`src/rtl/tone_synth_if.sv`:
```
// tone_synth_if: note request, live controls and audio/status outputs of tone_synth
interface tone_synth_if #(
  parameter int DIV_W = 22,
  parameter int DUR_W = 24,
  parameter int AUD_W = 16,
  parameter int VOL_W = 3
);
  logic note_valid;
  logic note_ready;
  logic [DIV_W-1:0] note_div;
  logic [DUR_W-1:0] note_dur;
  logic [VOL_W-1:0] volume;
  logic mute_left;
  logic mute_right;
  logic abort;
  logic signed [AUD_W-1:0] audio_left;
  logic signed [AUD_W-1:0] audio_right;
  logic busy;
  logic done;
  modport master (
    output note_valid, note_div, note_dur, volume, mute_left, mute_right, abort,
    input  note_ready, audio_left, audio_right, busy, done
  );
  modport slave (
    input  note_valid, note_div, note_dur, volume, mute_left, mute_right, abort,
    output note_ready, audio_left, audio_right, busy, done
  );
endinterface

```
`src/rtl/tone_synth.sv`:
```
// tone_synth: square-wave note player with per-note duration, trailing gap, volume and live mute
module tone_synth #(
  parameter int DIV_W   = 22,
  parameter int DUR_W   = 24,
  parameter int AUD_W   = 16,
  parameter int VOL_W   = 3,
  parameter int GAP_CYC = 4
) (
  input logic clk,
  input logic rst,
  tone_synth_if.slave bus
);
  typedef enum logic [1:0] {IDLE, PLAY, GAP} state_t;
  localparam int GAP_W = GAP_CYC > 0 ? $clog2(GAP_CYC + 1) : 1;
  localparam logic [AUD_W-1:0] FULL = {1'b0, {(AUD_W-1){1'b1}}};
  state_t r_state, w_state;
  logic [DIV_W-1:0] r_div, w_div, r_cnt, w_cnt;
  logic [DUR_W-1:0] r_dur, w_dur;
  logic [GAP_W-1:0] r_gap, w_gap;
  logic [VOL_W-1:0] r_vol, w_vol;
  logic r_phase, w_phase, r_done, w_done, w_accept;
  logic [AUD_W-1:0] w_amp, w_sig;
  always_ff @(posedge clk) begin
    if (rst) begin
      r_state <= IDLE;
      r_div   <= '0;
      r_cnt   <= '0;
      r_dur   <= '0;
      r_gap   <= '0;
      r_vol   <= '0;
      r_phase <= 1'b0;
      r_done  <= 1'b0;
    end else begin
      r_state <= w_state;
      r_div   <= w_div;
      r_cnt   <= w_cnt;
      r_dur   <= w_dur;
      r_gap   <= w_gap;
      r_vol   <= w_vol;
      r_phase <= w_phase;
      r_done  <= w_done;
    end
  end
  // abort only matters outside IDLE, but in IDLE it still suppresses acceptance
  always_comb begin
    w_state  = r_state;
    w_div    = r_div;
    w_cnt    = r_cnt;
    w_dur    = r_dur;
    w_gap    = r_gap;
    w_vol    = r_vol;
    w_phase  = r_phase;
    w_done   = 1'b0;
    w_accept = r_state == IDLE && bus.note_valid && !bus.abort;
    if (w_accept) begin
      w_state = PLAY;
      w_div   = bus.note_div;
      w_vol   = bus.volume;
      w_cnt   = '0;
      w_phase = 1'b0;
      w_dur   = bus.note_dur == '0 ? DUR_W'(1) : bus.note_dur;
    end else if (r_state != IDLE && bus.abort) begin
      w_state = IDLE;
      w_cnt   = '0;
      w_phase = 1'b0;
      w_dur   = '0;
      w_gap   = '0;
    end else if (r_state == PLAY) begin
      w_cnt   = r_cnt == r_div ? '0 : r_cnt + 1'b1;
      w_phase = r_phase ^ (r_cnt == r_div);
      w_dur   = r_dur - 1'b1;
      if (r_dur == DUR_W'(1)) begin
        w_cnt   = '0;
        w_phase = 1'b0;
        w_gap   = GAP_W'(GAP_CYC);
        w_done  = GAP_CYC == 0;
        if (GAP_CYC == 0) w_state = IDLE;
        else w_state = GAP;
      end
    end else if (r_state == GAP) begin
      w_gap = r_gap - 1'b1;
      if (r_gap == GAP_W'(1)) begin
        w_state = IDLE;
        w_done  = 1'b1;
      end
    end
  end
  // ~volume equals (2^VOL_W-1-volume), the attenuation shift
  assign w_amp = r_vol == '0 ? '0 : FULL >> ~r_vol;
  assign w_sig = (r_state == PLAY && r_div != '0) ? (r_phase ? -w_amp : w_amp) : '0;
  assign bus.audio_left  = bus.mute_left  ? '0 : w_sig;
  assign bus.audio_right = bus.mute_right ? '0 : w_sig;
  assign bus.note_ready  = r_state == IDLE;
  assign bus.busy        = r_state != IDLE;
  assign bus.done        = r_done;
endmodule

```
`src/flat_wrapper.sv`:
```
// flat-port wrapper written by rule: the top's interface ports become plain ports
module tone_synth_flat 
#(
  parameter int DIV_W   = 22,
  parameter int DUR_W   = 24,
  parameter int AUD_W   = 16,
  parameter int VOL_W   = 3,
  parameter int GAP_CYC = 4
)
  (clk, rst, bus_note_valid, bus_note_div, bus_note_dur, bus_volume, bus_mute_left, bus_mute_right, bus_abort, bus_note_ready, bus_audio_left, bus_audio_right, bus_busy, bus_done);
  tone_synth_if #(.DIV_W(DIV_W), .DUR_W(DUR_W), .AUD_W(AUD_W), .VOL_W(VOL_W)) bus_i ();
  input logic clk;
  input logic rst;
  input wire logic [$bits(bus_i.note_valid)-1:0] bus_note_valid;
  input wire logic [$bits(bus_i.note_div)-1:0] bus_note_div;
  input wire logic [$bits(bus_i.note_dur)-1:0] bus_note_dur;
  input wire logic [$bits(bus_i.volume)-1:0] bus_volume;
  input wire logic [$bits(bus_i.mute_left)-1:0] bus_mute_left;
  input wire logic [$bits(bus_i.mute_right)-1:0] bus_mute_right;
  input wire logic [$bits(bus_i.abort)-1:0] bus_abort;
  output wire logic [$bits(bus_i.note_ready)-1:0] bus_note_ready;
  output wire logic [$bits(bus_i.audio_left)-1:0] bus_audio_left;
  output wire logic [$bits(bus_i.audio_right)-1:0] bus_audio_right;
  output wire logic [$bits(bus_i.busy)-1:0] bus_busy;
  output wire logic [$bits(bus_i.done)-1:0] bus_done;
  assign bus_i.note_valid = bus_note_valid;
  assign bus_i.note_div = bus_note_div;
  assign bus_i.note_dur = bus_note_dur;
  assign bus_i.volume = bus_volume;
  assign bus_i.mute_left = bus_mute_left;
  assign bus_i.mute_right = bus_mute_right;
  assign bus_i.abort = bus_abort;
  assign bus_note_ready = bus_i.note_ready;
  assign bus_audio_left = bus_i.audio_left;
  assign bus_audio_right = bus_i.audio_right;
  assign bus_busy = bus_i.busy;
  assign bus_done = bus_i.done;
  tone_synth #(.DIV_W(DIV_W), .DUR_W(DUR_W), .AUD_W(AUD_W), .VOL_W(VOL_W), .GAP_CYC(GAP_CYC)) u_core (.clk(clk), .rst(rst), .bus(bus_i));
endmodule
```
`config.mk`:
```
export PLATFORM = sky130hd
export DESIGN_NAME = tone_synth_flat
export DESIGN_NICKNAME = d
export VERILOG_FILES = /design/src/rtl/tone_synth_if.sv /design/src/rtl/tone_synth.sv /design/src/flat_wrapper.sv
export SDC_FILE = /design/constraint.sdc
export NUM_CORES = 1
export LEC_CHECK = 0
export ABC_AREA = 1
export CAP_MARGIN = 5
export CORE_MARGIN = 2
export CORE_UTILIZATION = 53
export CTS_BUF_LIST = sky130_fd_sc_hd__clkbuf_8 sky130_fd_sc_hd__clkbuf_16
export DETAILED_ROUTE_END_ITERATION = 8
export PLACE_DENSITY = 0.8
export SLEW_MARGIN = 10
export SYNTH_ARGS = -nofsm -noshare
export SYNTH_HDL_FRONTEND = slang
export SYNTH_SLANG_ARGS = --single-unit
```
`constraint.sdc`:
```
create_clock -name clk -period 2.3 [get_ports clk]
set_input_delay 0.69 -clock clk [delete_from_list [all_inputs] [get_ports clk]]
set_output_delay 0.69 -clock clk [all_outputs]
set_load 0.01 [all_outputs]
```
Word-level counts from Yosys, hierarchy flattened

Index checks and enable logic that the tools add are counted.

Add/sub/neg operators: 4
Multipliers: 0
Divide/modulo/power cells: 0
Order comparisons: 0
Equal/unequal tests: 8
Shift-type cells: 1
Mux-type cells: 23
Bitwise operators: 4
Reductions and logical operators: 21

Operators with widths:

| operator                | count |
|---|---|
| $mux W24                | 4 |
| $mux W16                | 5 |
| $mux W22                | 2 |
| $eq A24 B1 Y1 const B   | 1 |
| $logic_not A24 Y1       | 1 |
| $sub A24 B1 Y24 const B | 1 |
| $add A22 B1 Y22 const B | 1 |
| $eq A22 B22 Y1          | 1 |
| $reduce_bool A22 Y1     | 1 |
| $neg A16 Y16            | 1 |
| $shr A15 B3 Y16 const A | 1 |
| $mux W3                 | 4 |
| $reduce_and A3 Y1       | 3 |
| $mux W2                 | 4 |
| $reduce_bool A4 Y1      | 2 |
| $reduce_bool A2 Y1      | 3 |
| $reduce_bool A3 Y1      | 2 |
| $reduce_or A5 Y1        | 1 |
| $logic_and A1 B1 Y1     | 4 |
| $mux W1                 | 4 |
| $ne A4 B2 Y1 const B    | 1 |
| $eq A3 B1 Y1 const B    | 1 |
| $logic_not A3 Y1        | 1 |
| $ne A3 B2 Y1 const B    | 1 |
| 10 further kinds        | 11 |

Register bits: 78
Latch bits: 0
Bits in writable memories: 0
Memory bits (read-only): 0
Input port bits: 55
Word-level logic and storage cells: 70
Memories: 0

Depth between registers and ports, before layout

Depth in word-level cells: 7
Gate-level depth with buffers: 13

Worst setup path after synthesis

OpenSTA, ideal clock, no wires.

Path type: flip-flop to output port
From: register u_core.r_state[1]
To: output bus_audio_left[2]
Arrival time: 1548 ps
Data required time: 1610 ps
Setup slack: 62 ps
Stages on the path, launching flop included: 8
Buffers on the path: 1
Path through: dfxtp_1 > inv_1 > ha_1 > o21ai_0 > clkinv_1 > nand2_1 > nor2_1 > buf_4

Cells in the longest elaborated chain, start to end: 4

RTL lines:

| element                  | line               | text |
|---|---|---|
| start: declaration       | tone_synth.sv:16   | `state_t r_state, w_state;` |
| start signal: assignment | tone_synth.sv:34   | `r_state <= w_state;` |
| $eq A2 B1 Y1             | tone_synth.sv:90   | `assign w_sig = (r_state == PLAY && r_div != '0) ? (r_phase ? -w_amp : w_amp) : '0;` |
| $logic_and A1 B1 Y1      | tone_synth.sv:90   |  |
| $mux W16                 | tone_synth.sv:90   |  |
| $mux W16                 | tone_synth.sv:91   | `assign bus.audio_left = bus.mute_left ? '0 : w_sig;` |
| end: declaration         | flat_wrapper.sv:22 | `output wire logic [$bits(bus_i.audio_left)-1:0] bus_audio_left;` |

No other way between the ends.

Final worst setup path

From: register u_core.r_div[12]
To: output bus_audio_right[10]

Cells in the longest elaborated chain, start to end: 4

RTL lines:

| element                  | line               | text |
|---|---|---|
| start: declaration       | tone_synth.sv:17   | `logic [DIV_W-1:0] r_div, w_div, r_cnt, w_cnt;` |
| start signal: assignment | tone_synth.sv:35   | `r_div <= w_div;` |
| $reduce_bool A22 Y1      | tone_synth.sv:90   |  |
| $logic_and A1 B1 Y1      | tone_synth.sv:90   |  |
| $mux W16                 | tone_synth.sv:90   |  |
| $mux W16                 | tone_synth.sv:92   | `assign bus.audio_right = bus.mute_right ? '0 : w_sig;` |
| end: declaration         | flat_wrapper.sv:23 | `output wire logic [$bits(bus_i.audio_right)-1:0] bus_audio_right;` |

No other way between the ends.

==> implementation parameters <==
Parameter                              Value

Outcome
  Status    complete, but fails checks
  Violations in the final reports    setup timing

Synthesis
  Primary FF master, synth    sky130_fd_sc_hd__dfxtp_1
  Avg Inst Size Synth    6.32 um^2
  Cell variety after synth    42
  Total of warnings raised by yosys    0
  Netlist area before placement    0.00499 mm^2
  Flops & latches, synth    78
  Instance count of the mapped netlist    789
  Async set-or-reset flop fraction in the synthesized netlist    0%
  Number of enable flip-flop cells after synthesis    0
  Sequential cell area fraction in the yosys report    31.3%
  Net Count, Synth    852

Finish
  Layout cell share with drive strength beyond 1    18.8%
  Post-layout net count    976
  Most frequent standard cell in the layout excluding fill and tap cells    sky130_fd_sc_hd__nand2_1
  Multi-input combinational cell area    0.00295 mm^2
  Post-route design area    0.00647 mm^2
  Filler cells    807
  Leading cell types in the layout, fill and taps excluded    sky130_fd_sc_hd__nand2_1 (201), sky130_fd_sc_hd__nor2_1 (97), sky130_fd_sc_hd__inv_1 (83)
  FF+latch area    0.00157 mm^2
  Number of antenna diodes    0
  Area Growth Syn to Fin    29.8%

STA
  Max-slew headroom    73.4%
  Worst clock skew    0.0149 ns
  Max-slew violation count    0
  Final period utilization    117%
  Highest attainable clock frequency    370 MHz
  Slew at the pin with the worst max-slew slack    0.396 ns
  Setup TNS Final    -10.72 ns
  Setup-violating endpoint count in the final report    32
  Number of hold violations in the final report    0
  RSZ-0062 raised after global routing    true
  Final worst slack    -0.401 ns
  Worst hold slack after final layout    0.476 ns
  Clock period minus final worst setup slack    2.70 ns

CTS
  # H-tree levels    3
  Clock slew at the register clock pins of the worst setup and hold paths    0.10 ns
  CTS tree    yes
  Post-cts hold buffer count    0
  Sink Count    78
  Insertion delay to the later sink of the worst-skew pair    0.37 ns
  Deepest clock path buffer count    2
  CTS Buf Count    9
  CTS Root Buffer Type    sky130_fd_sc_hd__clkbuf_8
  Post-CTS setup repair buffer count    0

Floorplan
  Initial core utilization    54.2%
  IO Count    90
  Die width    101 um
  Site Rows    35
  Die height    101 um
  DIE AREA    0.0102 mm^2
  Core ar.    0.00920 mm^2

Place
  Pre-CTS worst setup slack    -0.566 ns
  Port Buffer Count    89
  Final RePlAce weighted congestion    0.929
  Post-placement cell area    0.00629 mm^2
  Total half-perimeter wirelength after legalization and detailed placement    10700 um

GRT
  Wire length of the first global-routing pass    23600 um
  Initial antenna violation count    0
  GRT Resource Usage Total    28.8%
  Vias in the first global route    5277
  Maximum number of pins on one net before global-route repair    27
  Total overflow reported by the global router    0

Power
  Worst-case vdd ir drop    0.000323 V
  Leak Pwr    2.85 nW
  Final Power    3.68 mW
  Power density of the placed cells    569 mW/mm^2

Routing
  Routed Antenna Nets    0
  Number of vias after detailed routing    5594
  Vias/cell    5.44
  Avg WL per Cell    13.9 um
  Detailed Route WL    14300 um
  Detailed-router iteration count before antenna repair    5
  DRC    0
  Starting DRT DRC Count    289

Setup path
  Sequence of cells on the critical path    nor4_2 > buf_4 > nand4_1 > o21ai_2 > inv_4 > buf_6 > nand2_4 > nor2_1 > buf_2
  Crit path arrival time    2.01 ns
  Cell family with most CP delay    simple AND/OR/NAND/NOR gates
  Slowest stage cell, crit path    sky130_fd_sc_hd__dfxtp_2
  Crit Path Class    flop to output port
  Nature of the critical path startpoint    flop
  Number of buffers and inverters on the critical path    4
  Sort of element at the end of the critical path    output port
  Largest fanout of any net on the critical path    5
  Critical Path RT    1.61 ns
  Maximum single-stage delay on the critical path    0.34 ns

Flow run
  Total of max-cap violations    0

Hold path
  Tightest Hold Check Type    flop to flop
## cells by family after synthesis
family                     after synthesis  synth area share [%]
buffers and inverters                  130                  11.2
DFF                                     78                  31.3
AOI/OAI and AO/OA                      137                  15.0
and+or+nand+nor                        415                  36.8
xor gates and xnor gates                21                  3.69
adders and majority gates                8                  2.01
## synthesized netlist by cell type (9+ instances only)
cell type                  number  area [um^2]
sky130_fd_sc_hd__nand2_1      210          788
sky130_fd_sc_hd__nor2_1       101          379
sky130_fd_sc_hd__inv_1         84          315
sky130_fd_sc_hd__dfxtp_1       78         1560
sky130_fd_sc_hd__a21oi_1       66          330
sky130_fd_sc_hd__nand3_1       43          215
sky130_fd_sc_hd__o21ai_0       41          205
sky130_fd_sc_hd__xor2_1        20          175
sky130_fd_sc_hd__clkbuf_1      17         63.8
sky130_fd_sc_hd__buf_4         12         90.1
sky130_fd_sc_hd__nor4_1        12         75.1
sky130_fd_sc_hd__a31oi_1       10         62.6
sky130_fd_sc_hd__nand4_1        9         56.3
## area by class of cell
cell class                 count  area share [%]
multi-input combinational    581            45.6
clock inverter                 7            1.24
timing repair buffer         152            19.5
clock buffer                   9            1.91
sequential                    78            24.2
inverter                      91            5.36
tap                          111            2.15
## flip-flops by register name (all words and copies together), names as in the netlist
name / count
u_core.r_vol: 3
u_core.r_gap: 3
u_core.r_cnt: 22
u_core.r_dur: 24
u_core.r_phase: 1
u_core.r_state: 2
u_core.bus.done: 1
u_core.r_div: 22
## layer usage
layer	global-route usage [%]	vias up	part of all wire (%)
met5	0	-	0
met4	12.7	0	3.0
met3	4.02	41	6.8
met2	48.4	224	47
met1	36.7	2541	44
li1	-	2788	-
## what timing repair did
item,in CTS,in global routing
endpoints found under the setup margin,34,32
hold endpoints to repair,0,0
cloned,0,0
resized for setup,161,8
pin swaps,11,6
## report_power, final
| part | internal [mW] | total [mW] | switching [mW] |
|---|---|---|---|
| clock | 0.517 | 1.09 | 0.577 |
| combinational | 0.458 | 1.08 | 0.620 |
| sequential | 1.44 | 1.51 | 0.0732 |
| total | 2.41 | 3.68 | 1.27 |
## worst register-to-register path, delay by kind of cell, from the launching register on
family / cells / cell delay (ns)
buffers and inverters: 4 / 0.39
AOI/OAI and AO/OA: 1 / 0.13
adders and majority gates: 1 / 0.17
and+or+nand+nor: 7 / 0.83
DFF: 1 / 0.33
## per-stage QoR
| stage | std cells | util, % |
|---|---|---|
| 2_1_floorplan | 789 | - |
| 4_1_cts | 1029 | 70.1 |
| 5_1_grt | 1029 | 70.4 |
| 3_5_place_dp | 1013 | 68.4 |
| 6_report | 1029 | 70.4 |
| 3_3_place_gp | 1013 | 68.4 |
## path summary, 6_finish.rpt
| path | cells after the start | start | endpoint | slack, ns |
|---|---|---|---|---|
| hold / removal | 2 | u_core.r_gap[2] | u_core.r_gap[2] | 0.48 |
| setup / recovery | 9 | u_core.r_div[12] | bus_audio_right[10] | -0.40 |
| hold reg to reg | 2 | u_core.r_gap[2] | u_core.r_gap[2] | 0.48 |
| setup reg to reg | 13 | u_core.r_state[0] | u_core.r_dur[14] | 0.41 |
(Power assumes the default switching activity.)
